==> src/rtl/ps2_tx_port.sv <==
// ----------------------------------------------------------------------------
// ps2_tx_port : FIFO-buffered PS/2 device-to-host byte transmitter with inhibit abort
// Revision    : 1.0
// ----------------------------------------------------------------------------
`timescale 1ns/1ps
`default_nettype none

module ps2_tx_port #(
  parameter int FIFO_BITS   = 3,
  parameter int HALF_PERIOD = 2000
) (
  input  logic                 clk_sys,
  input  logic                 reset,
  input  logic                 wr,
  input  logic [7:0]           wr_data,
  input  logic                 ovf_clr,
  input  logic                 ps2_clk_in,
  output logic                 ps2_clk_out,
  output logic                 ps2_data_out,
  output logic                 full,
  output logic                 empty,
  output logic [FIFO_BITS:0]   level,
  output logic                 overflow,
  output logic                 busy
);

  localparam int          DEPTH     = 2 ** FIFO_BITS;
  localparam logic [15:0] C_HP_LAST = 16'(HALF_PERIOD - 1);
  localparam logic [3:0]  C_IDX_STOP = 4'd10;

  typedef enum logic [1:0] {
    S_IDLE = 2'd0,
    S_BIT  = 2'd1,
    S_GAP  = 2'd2
  } state_t;

  state_t               state_q, state_d;
  logic [3:0]           idx_q, idx_d;
  logic                 phb_q, phb_d;
  logic [15:0]          cnt_q, cnt_d;
  logic [10:0]          frame_q, frame_d;

  logic [7:0]           mem_q [DEPTH];
  logic [FIFO_BITS:0]   wr_ptr_q, wr_ptr_d;
  logic [FIFO_BITS:0]   rd_ptr_q, rd_ptr_d;
  logic [FIFO_BITS:0]   level_q, level_d;
  logic                 full_q, empty_q, ovf_q, ovf_d;

  logic                 w_pop;
  logic                 w_push;
  logic [7:0]           w_head;

  assign w_head = mem_q[rd_ptr_q[FIFO_BITS-1:0]];

  // A full FIFO still accepts a write when the transmitter frees a slot that cycle.
  assign w_push   = wr && (!full_q || w_pop);
  assign wr_ptr_d = wr_ptr_q + {{FIFO_BITS{1'b0}}, w_push};
  assign rd_ptr_d = rd_ptr_q + {{FIFO_BITS{1'b0}}, w_pop};
  assign level_d  = wr_ptr_d - rd_ptr_d;
  assign ovf_d    = (wr && full_q && !w_pop) ? 1'b1 : (ovf_clr ? 1'b0 : ovf_q);

  always_ff @(posedge clk_sys) begin
    if (reset) begin
      wr_ptr_q <= '0;
      rd_ptr_q <= '0;
      level_q  <= '0;
      full_q   <= 1'b0;
      empty_q  <= 1'b1;
      ovf_q    <= 1'b0;
    end else begin
      wr_ptr_q <= wr_ptr_d;
      rd_ptr_q <= rd_ptr_d;
      level_q  <= level_d;
      full_q   <= level_d[FIFO_BITS];
      empty_q  <= (level_d == '0);
      ovf_q    <= ovf_d;
    end
  end

  always_ff @(posedge clk_sys) begin
    if (w_push && !reset) begin
      mem_q[wr_ptr_q[FIFO_BITS-1:0]] <= wr_data;
    end
  end

  always_ff @(posedge clk_sys) begin
    if (reset) begin
      state_q <= S_IDLE;
      idx_q   <= 4'd0;
      phb_q   <= 1'b0;
      cnt_q   <= 16'd0;
      frame_q <= 11'h7FF;
    end else begin
      state_q <= state_d;
      idx_q   <= idx_d;
      phb_q   <= phb_d;
      cnt_q   <= cnt_d;
      frame_q <= frame_d;
    end
  end

  always_comb begin
    state_d = state_q;
    idx_d   = idx_q;
    phb_d   = phb_q;
    cnt_d   = cnt_q;
    frame_d = frame_q;
    w_pop   = 1'b0;
    case (state_q)
      S_IDLE: begin
        if (!empty_q && ps2_clk_in) begin
          state_d = S_BIT;
          idx_d   = 4'd0;
          phb_d   = 1'b0;
          cnt_d   = C_HP_LAST;
          frame_d = {1'b1, ~^w_head, w_head, 1'b0};
        end
      end
      S_BIT: begin
        // Host inhibit is only honoured at the opening of phase A for D0..parity.
        if (!phb_q && (cnt_q == C_HP_LAST) && (idx_q >= 4'd1) && (idx_q <= 4'd9) && !ps2_clk_in) begin
          state_d = S_GAP;
          cnt_d   = C_HP_LAST;
        end else if (cnt_q == 16'd0) begin
          cnt_d = C_HP_LAST;
          if (!phb_q) begin
            phb_d = 1'b1;
          end else if (idx_q == C_IDX_STOP) begin
            w_pop   = 1'b1;
            state_d = S_GAP;
          end else begin
            phb_d   = 1'b0;
            idx_d   = idx_q + 4'd1;
            frame_d = {1'b1, frame_q[10:1]};
          end
        end else begin
          cnt_d = cnt_q - 16'd1;
        end
      end
      S_GAP: begin
        if (cnt_q == 16'd0) begin
          state_d = S_IDLE;
        end else begin
          cnt_d = cnt_q - 16'd1;
        end
      end
      default: begin
        state_d = S_IDLE;
      end
    endcase
  end

  assign busy         = (state_q == S_BIT);
  assign ps2_clk_out  = !((state_q == S_BIT) && phb_q);
  assign ps2_data_out = (state_q == S_BIT) ? frame_q[0] : 1'b1;
  assign full         = full_q;
  assign empty        = empty_q;
  assign level        = level_q;
  assign overflow     = ovf_q;

endmodule

`default_nettype wire

==> config.mk <==
export PLATFORM = sky130hd
export DESIGN_NAME = ps2_tx_port
export DESIGN_NICKNAME = d
export VERILOG_FILES = /design/src/rtl/ps2_tx_port.sv
export SDC_FILE = /design/constraint.sdc
export NUM_CORES = 1
export LEC_CHECK = 0
export CAP_MARGIN = 20
export CORE_UTILIZATION = 55
export CTS_CLUSTER_SIZE = 14
export DETAILED_ROUTE_END_ITERATION = 10
export PLACE_DENSITY = 0.84
export REMOVE_ABC_BUFFERS = 1
export SLEW_MARGIN = 0
export SYNTH_ARGS = -nofsm -noshare
export SYNTH_HDL_FRONTEND = slang
export SYNTH_SLANG_ARGS = --single-unit
==> constraint.sdc <==
create_clock -name clk_sys -period 3.25 [get_ports clk_sys]
set_input_delay 0.325 -clock clk_sys [delete_from_list [all_inputs] [get_ports clk_sys]]
set_output_delay 0.325 -clock clk_sys [all_outputs]
set_load 0.01 [all_outputs]
==> results.cfg, run 1 <==
[global_routing]
grt_pass1_wl_mm = 18.0
grt_usage_pct = 22.8
overflow = 0
grt_pass1_vias = 3807
grt_max_degree = 41
antenna_found_initial = 0

[flow_run]
maxCapViolCount = 0

[yosys]
ys_ff_latch = 111
yosys.area.top_type_share_pct = 34.8
yosysWarnings = 0
synth.most_common_cell = edfxtp_1
seq_area_frac_synth_pct = 51.8
yosys-top-cells-area = edfxtp_1, dfxtp_1, mux4_2
synth_edf_count = 64
yosysTopAreaCell = edfxtp_1
synthArstFlopShare_pct = 0
synth_commonest_cells = edfxtp_1, dfxtp_1, nor2_1
ys.flop_type = edfxtp_1
yosysUniqueCellTypes = 50
syn_inst = 461
synth_area_um2 = 5520
synth.avg_cell_area_um2 = 12.0

[detailed_routing]
wl_met1_mm = 4.78
drc = 0
route.met3.wl_um = 418
top_layer = met4
drt.antenna.violating_nets = 0
wl_met2_mm = 5.70
num_vias = 3784
drt-total-wl_mm = 11.2
firstDrtPassIters = 4
wl_per_cell_um = 16.7
via_per_inst = 5.67
dr.first_iter.drc_count = 149

[finish]
nNetsFinal = 562
area_growth_pct = 18.9
stdcell_count = 667
diodes = 0
drive_above_1_share_pct = 25.7

[run_status]
outcome = finished with violations
violations = setup timing

[timing]
rsz0062_at_grt = true
worst_pin_slew_ns = 0.935
layout_min_cycle_time_ns = 3.41
fin_crit_sh_pct = 105
finalWorstSetupSlack_ns = -0.162
fin_worst_skew_ns = 0.0151
setup_viol = 2
tns_ns = -0.198
fmax_ghz = 0.293
hold_viol_final = 0
relSlewSlack_pct = 37.4
finalMaxSlewViolations = 0

[clock_tree]
cts_tree = built
clkSinkCount = 111
htree_levels = 3
worstSkewPairLatency_ns = 0.37
cts.clk_slew.worst_paths_ns = 0.11
cts-buffers-inserted = 9
cts_buffer_depth = 2
cts-root-buf = clkbuf_8

[critical_path]
end_kind = register
cp.arrival_ns = 3.69
r2r-end = empty$_SDFF_PP1_
path_class = register to register
start_kind = register
crit_start = cnt_q[0]$_SDFFE_PP0P_
worstReg2RegStart = cnt_q[0]$_SDFFE_PP0P_
worstPathRequired_ns = 3.53
worstPathMaxFanout = 2
reg2reg_depth = 16
rrSetupSlack_ns = -0.16

[floorplan]
die_h_um = 102
initial_utilization_pct = 56.5
io_pins = 23
dieWidth_um = 102
coreArea_um2 = 9770
rows = 36
die-area_um2 = 10400

[placed_design]
dpl.hpwl_mm = 7.63
portBuffers = 22
place.gp.congestion = 0.832
dp_cells = 638

[power]
peakVddDrop_uv = 368
p_leak_nw = 2.35
p_per_area_nw_per_um2 = 663
power.total_mw = 4.36

[min_path]
min-delay-start = frame_q[1]$_SDFFE_PP1P_
holdPathStages = 2
hold_path_end = frame_q[1]$_SDFFE_PP1P_
hold_class = register to register
## worst max-delay path, stage by stage, from the launching register on
cell and delay, ns:
dfxtp_2 0.35, ha_2 0.15, or4bb_4 0.47, nor4_4 0.24, nand3_1 0.13, nor4b_4 0.17, nor2b_2 0.16, nor2b_1 0.07
ha_2 0.19, ha_4 0.26, ha_4 0.24, a21o_1 0.17, a21oi_2 0.15, xor2_1 0.19, xnor2_1 0.14, nor2_1 0.07
nor4_1 0.16
## metrics by stage
step | instance area [um2] | hold WS (ns) | utilization [%] | worst slack, ns
2_1_floorplan | 5430 | 0.392 | - | -0.257
3_3_place_gp | 6130 | 0.440 | 62.7 | -0.529
3_5_place_dp | 6140 | 0.447 | 62.8 | -0.707
4_1_cts | 6520 | 0.471 | 66.7 | -0.179
5_1_grt | 6570 | 0.494 | 67.2 | -0.340
6_report | 6570 | 0.466 | 67.2 | -0.162
## cells in the final DEF (no fill, tap or decap), drive strengths merged, types with 3 or more instances in the layout
| cell type | netlist | layout |
|---|---|---|
| nand2 | 20 | 20 |
| nor2b | 7 | 7 |
| edfxtp | 64 | 64 |
| clkbuf | 13 | 10 |
| buf | 8 | 56 |
| nor4 | 5 | 5 |
| or4 | 3 | 3 |
| mux2i | 11 | 11 |
| nor2 | 45 | 45 |
| nand2b | 4 | 4 |
| nor3 | 13 | 13 |
| mux2 | 9 | 9 |
| xor2 | 25 | 25 |
| mux4 | 18 | 18 |
| a21oi | 22 | 22 |
| xnor2 | 40 | 40 |
| o21ai | 18 | 18 |
| nor3b | 3 | 3 |
| dfxtp | 47 | 47 |
| nand4 | 5 | 5 |
| clkdlybuf4s50 | 0 | 22 |
| ha | 19 | 19 |
| inv | 12 | 16 |
| a21o | 5 | 5 |
| nand3 | 24 | 24 |
## layer usage
metal	GRT usage (%)	vias up
met1	28.5	1856
met4	9.01	0
met2	39.1	101
met3	4.58	23
li1	-	1804
met5	0	-
## report_power, final
group	switching, mW	leakage (nW)	total [mW]	internal (mW)
Clock	0.472	0.0912	0.767	0.295
Combinational	1.00	1.30	1.83	0.829
Sequential	0.109	0.964	1.76	1.65
Total	1.58	2.35	4.36	2.78
## what timing repair did
action	in CTS	in global routing
endpoints found under the setup margin	4	37
hold buffers	0	0
gates resized for setup	19	20
pin swaps	11	16
buffers inserted	15	2
## area by class of cell
type                    count  area (um2)
fillers                   715        3210
clock inverters             6        53.8
well taps                 133         166
repair buffers             78         638
clock buffers              10         128
flip-flops and latches    111        2870
inverters                  12        45.0
multi-input cells         317        2670
## state kept, by name, indices dropped and copies added (netlist names)
register	flops
frame_q	10
phb_q	1
rd_ptr_q	4
level	4
empty	1
idx_q	4
state_q	2
wr_ptr_q	4
cnt_q	16
mem_q	64
overflow	1
## worst max path at each step
stage                       end  slack [ns]  depth (start not counted)
3_3_place_gp   empty$_SDFF_PP1_       -0.53                         16
3_5_place_dp   empty$_SDFF_PP1_       -0.71                         16
6_report       empty$_SDFF_PP1_       -0.16                         16
2_1_floorplan  empty$_SDFF_PP1_       -0.26                         16
5_1_grt        empty$_SDFF_PP1_       -0.34                         16
4_1_cts        empty$_SDFF_PP1_       -0.18                         16
## cell families (layout without fill, tap and decap cells)
kind of cell	count (synthesis)	after routing	synth area share (%)
XOR/XNOR	65	65	10.3
buffers and inverters	33	106	2.47
AO/OA/AOI/OAI	55	55	5.73
flip-flops	111	111	51.8
AND/OR/NAND/NOR	139	139	13.8
adder cells (fa/ha/maj)	20	20	4.67
multiplexers	38	38	11.2
Note: power is estimated with default switching activity, not from simulation.
==> inputs of run 2 (changes only) <==
--- a/config.mk
+++ b/config.mk
@@ -5,7 +5,7 @@
 export SDC_FILE = /design/constraint.sdc
 export NUM_CORES = 1
 export LEC_CHECK = 0
-export CAP_MARGIN = 20
+export CAP_MARGIN = 10
 export CORE_UTILIZATION = 55
 export CTS_CLUSTER_SIZE = 14
 export DETAILED_ROUTE_END_ITERATION = 10
==> run 2 against run 1 <==
Effect of this change: the run still ends with setup timing left; utilization is 0.40 points higher; die area stayed put; cell count is 0.45% lower; clock power is 11% higher; critical path type unchanged; largest power group unchanged.
==> results.cfg, run 2 (same netlist as run 1, synthesis figures left out) <==
[global_routing]
grt_usage_pct = 23.3
overflow = 0
grt_max_degree = 41
grt_pass1_vias = 3829
grt_pass1_wl_mm = 18.2
antenna_found_initial = 0

[detailed_routing]
wl_met2_mm = 6.04
firstDrtPassIters = 4
wl_met1_mm = 4.68
dr.first_iter.drc_count = 155
num_vias = 3753
drt-total-wl_mm = 11.5
via_per_inst = 5.65
wl_per_cell_um = 17.3
top_layer = met4
drt.antenna.violating_nets = 0
route.met3.wl_um = 444
drc = 0

[power]
power.total_mw = 4.45
peakVddDrop_uv = 350
p_per_area_nw_per_um2 = 673
p_leak_nw = 2.35

[clock_tree]
ctsHoldBuffers = 0
cts_tree = built
cts-root-buf = clkbuf_8
htree_levels = 3
cts-buffers-inserted = 9
cts.clk_slew.worst_paths_ns = 0.12
clkSinkCount = 111
cts_buffer_depth = 2
worstSkewPairLatency_ns = 0.38

[finish]
diodes = 0
multi_input_area_um2 = 2710
seq_area_um2 = 2870
largest_reg_flops = 64
drive_above_1_share_pct = 26.9
n_fill_cell = 662
area_growth_pct = 19.6
nNetsFinal = 559
layout_common_cells = edfxtp_1, buf_4, dfxtp_1
final_common_cell = edfxtp_1
fin_area_um2 = 6610

[timing]
rsz0062_at_grt = true
fin_crit_sh_pct = 111
tns_ns = -0.496
worst_pin_slew_ns = 0.928
fmax_ghz = 0.278
finalMaxSlewViolations = 0
layout_min_cycle_time_ns = 3.60
setup_viol = 2
hold_viol_final = 0
relSlewSlack_pct = 37.9
finalWorstSetupSlack_ns = -0.347
fin_worst_skew_ns = 0.0228

[critical_path]
worstPathRequired_ns = 3.52
cp.arrival_ns = 3.87
path_cells = ha_2 > or4bb_4 > nor4_4 > nand3_1 > nor4b_4 > nor2b_2 > nor2b_2 > ha_2 > ha_4 > xor2_2 > ha_4 > a21oi_2 > xor2_1 > xnor2_1 > nor2_2 > nor4_2
cpPeakStageDelay_ns = 0.46
worstPathMaxFanout = 2
start_kind = register
path_class = register to register
end_kind = register
cpMaxStageDelayCell = or4bb_4

[floorplan]
die_h_um = 102
initial_utilization_pct = 56.5
coreArea_um2 = 9770
io_pins = 23
dieWidth_um = 102
die-area_um2 = 10400
rows = 36

[placed_design]
dpl.hpwl_mm = 7.57
place_area_um2 = 6130
place.gp.congestion = 0.832
portBuffers = 22

[flow_run]
maxCapViolCount = 0

[run_status]
violations = setup timing
outcome = finished with violations

[min_path]
hold_class = register to register
-- run 2: critical path: cells and delay by family (launching register included) --
family | cells | cell delay, ns
and+or+nand+nor | 8 | 1.60
adders and majority gates | 4 | 0.78
xor gates and xnor gates | 3 | 0.60
DFF | 1 | 0.35
AOI/OAI and AO/OA | 1 | 0.14
-- run 2: final cells by class --
type	count	share of cell area [%]
clock buffer	10	1.93
clock inverter	6	1.17
inverter	12	0.682
multi-input combinational	317	41.0
sequential	111	43.4
tap	133	2.52
timing repair buffer	75	9.35
-- run 2: power by group --
group          leakage (nW)  switching, mW  total, mW  internal, mW
Sequential            0.963          0.108       1.76          1.65
Clock                 0.101          0.481      0.853         0.372
Combinational          1.29           1.02       1.84         0.812
Total                  2.35           1.61       4.45          2.84
-- run 2: final timing paths --
check                                              from                       to  slack [ns]  cells past startpoint
worst min-delay path            frame_q[1]$_SDFFE_PP1P_  frame_q[1]$_SDFFE_PP1P_        0.47                      2
worst max-delay path              cnt_q[1]$_SDFFE_PP0P_         empty$_SDFF_PP1_       -0.35                     16
worst min register to register  frame_q[1]$_SDFFE_PP1P_  frame_q[1]$_SDFFE_PP1P_        0.47                      2
worst max register to register    cnt_q[1]$_SDFFE_PP0P_         empty$_SDFF_PP1_       -0.35                     16
-- run 2: what timing repair did --
item,in CTS,in global routing
gates resized for setup,16,31
endpoints found under the hold margin,0,0
endpoints found under the setup margin,12,45
setup buffers,17,0
pin swaps,11,26
-- run 2: metrics by stage --
stage,hold slack [ns],util [%],std cells,setup slack (ns)
after global routing,0.493,67.6,664,-0.468
after global placement,0.440,62.7,637,-0.529
after detailed placement,0.445,62.7,637,-0.740
after floorplan,0.392,-,440,-0.257
final,0.467,67.6,664,-0.347
after CTS,0.471,67.0,670,-0.309
-- run 2: metal layers --
| layer | vias up | GRT usage, % |
|---|---|---|
| met5 | - | 0 |
| met4 | 0 | 11.4 |
| met3 | 25 | 3.97 |
| met2 | 115 | 41.1 |
| met1 | 1819 | 27.7 |
| li1 | 1794 | - |
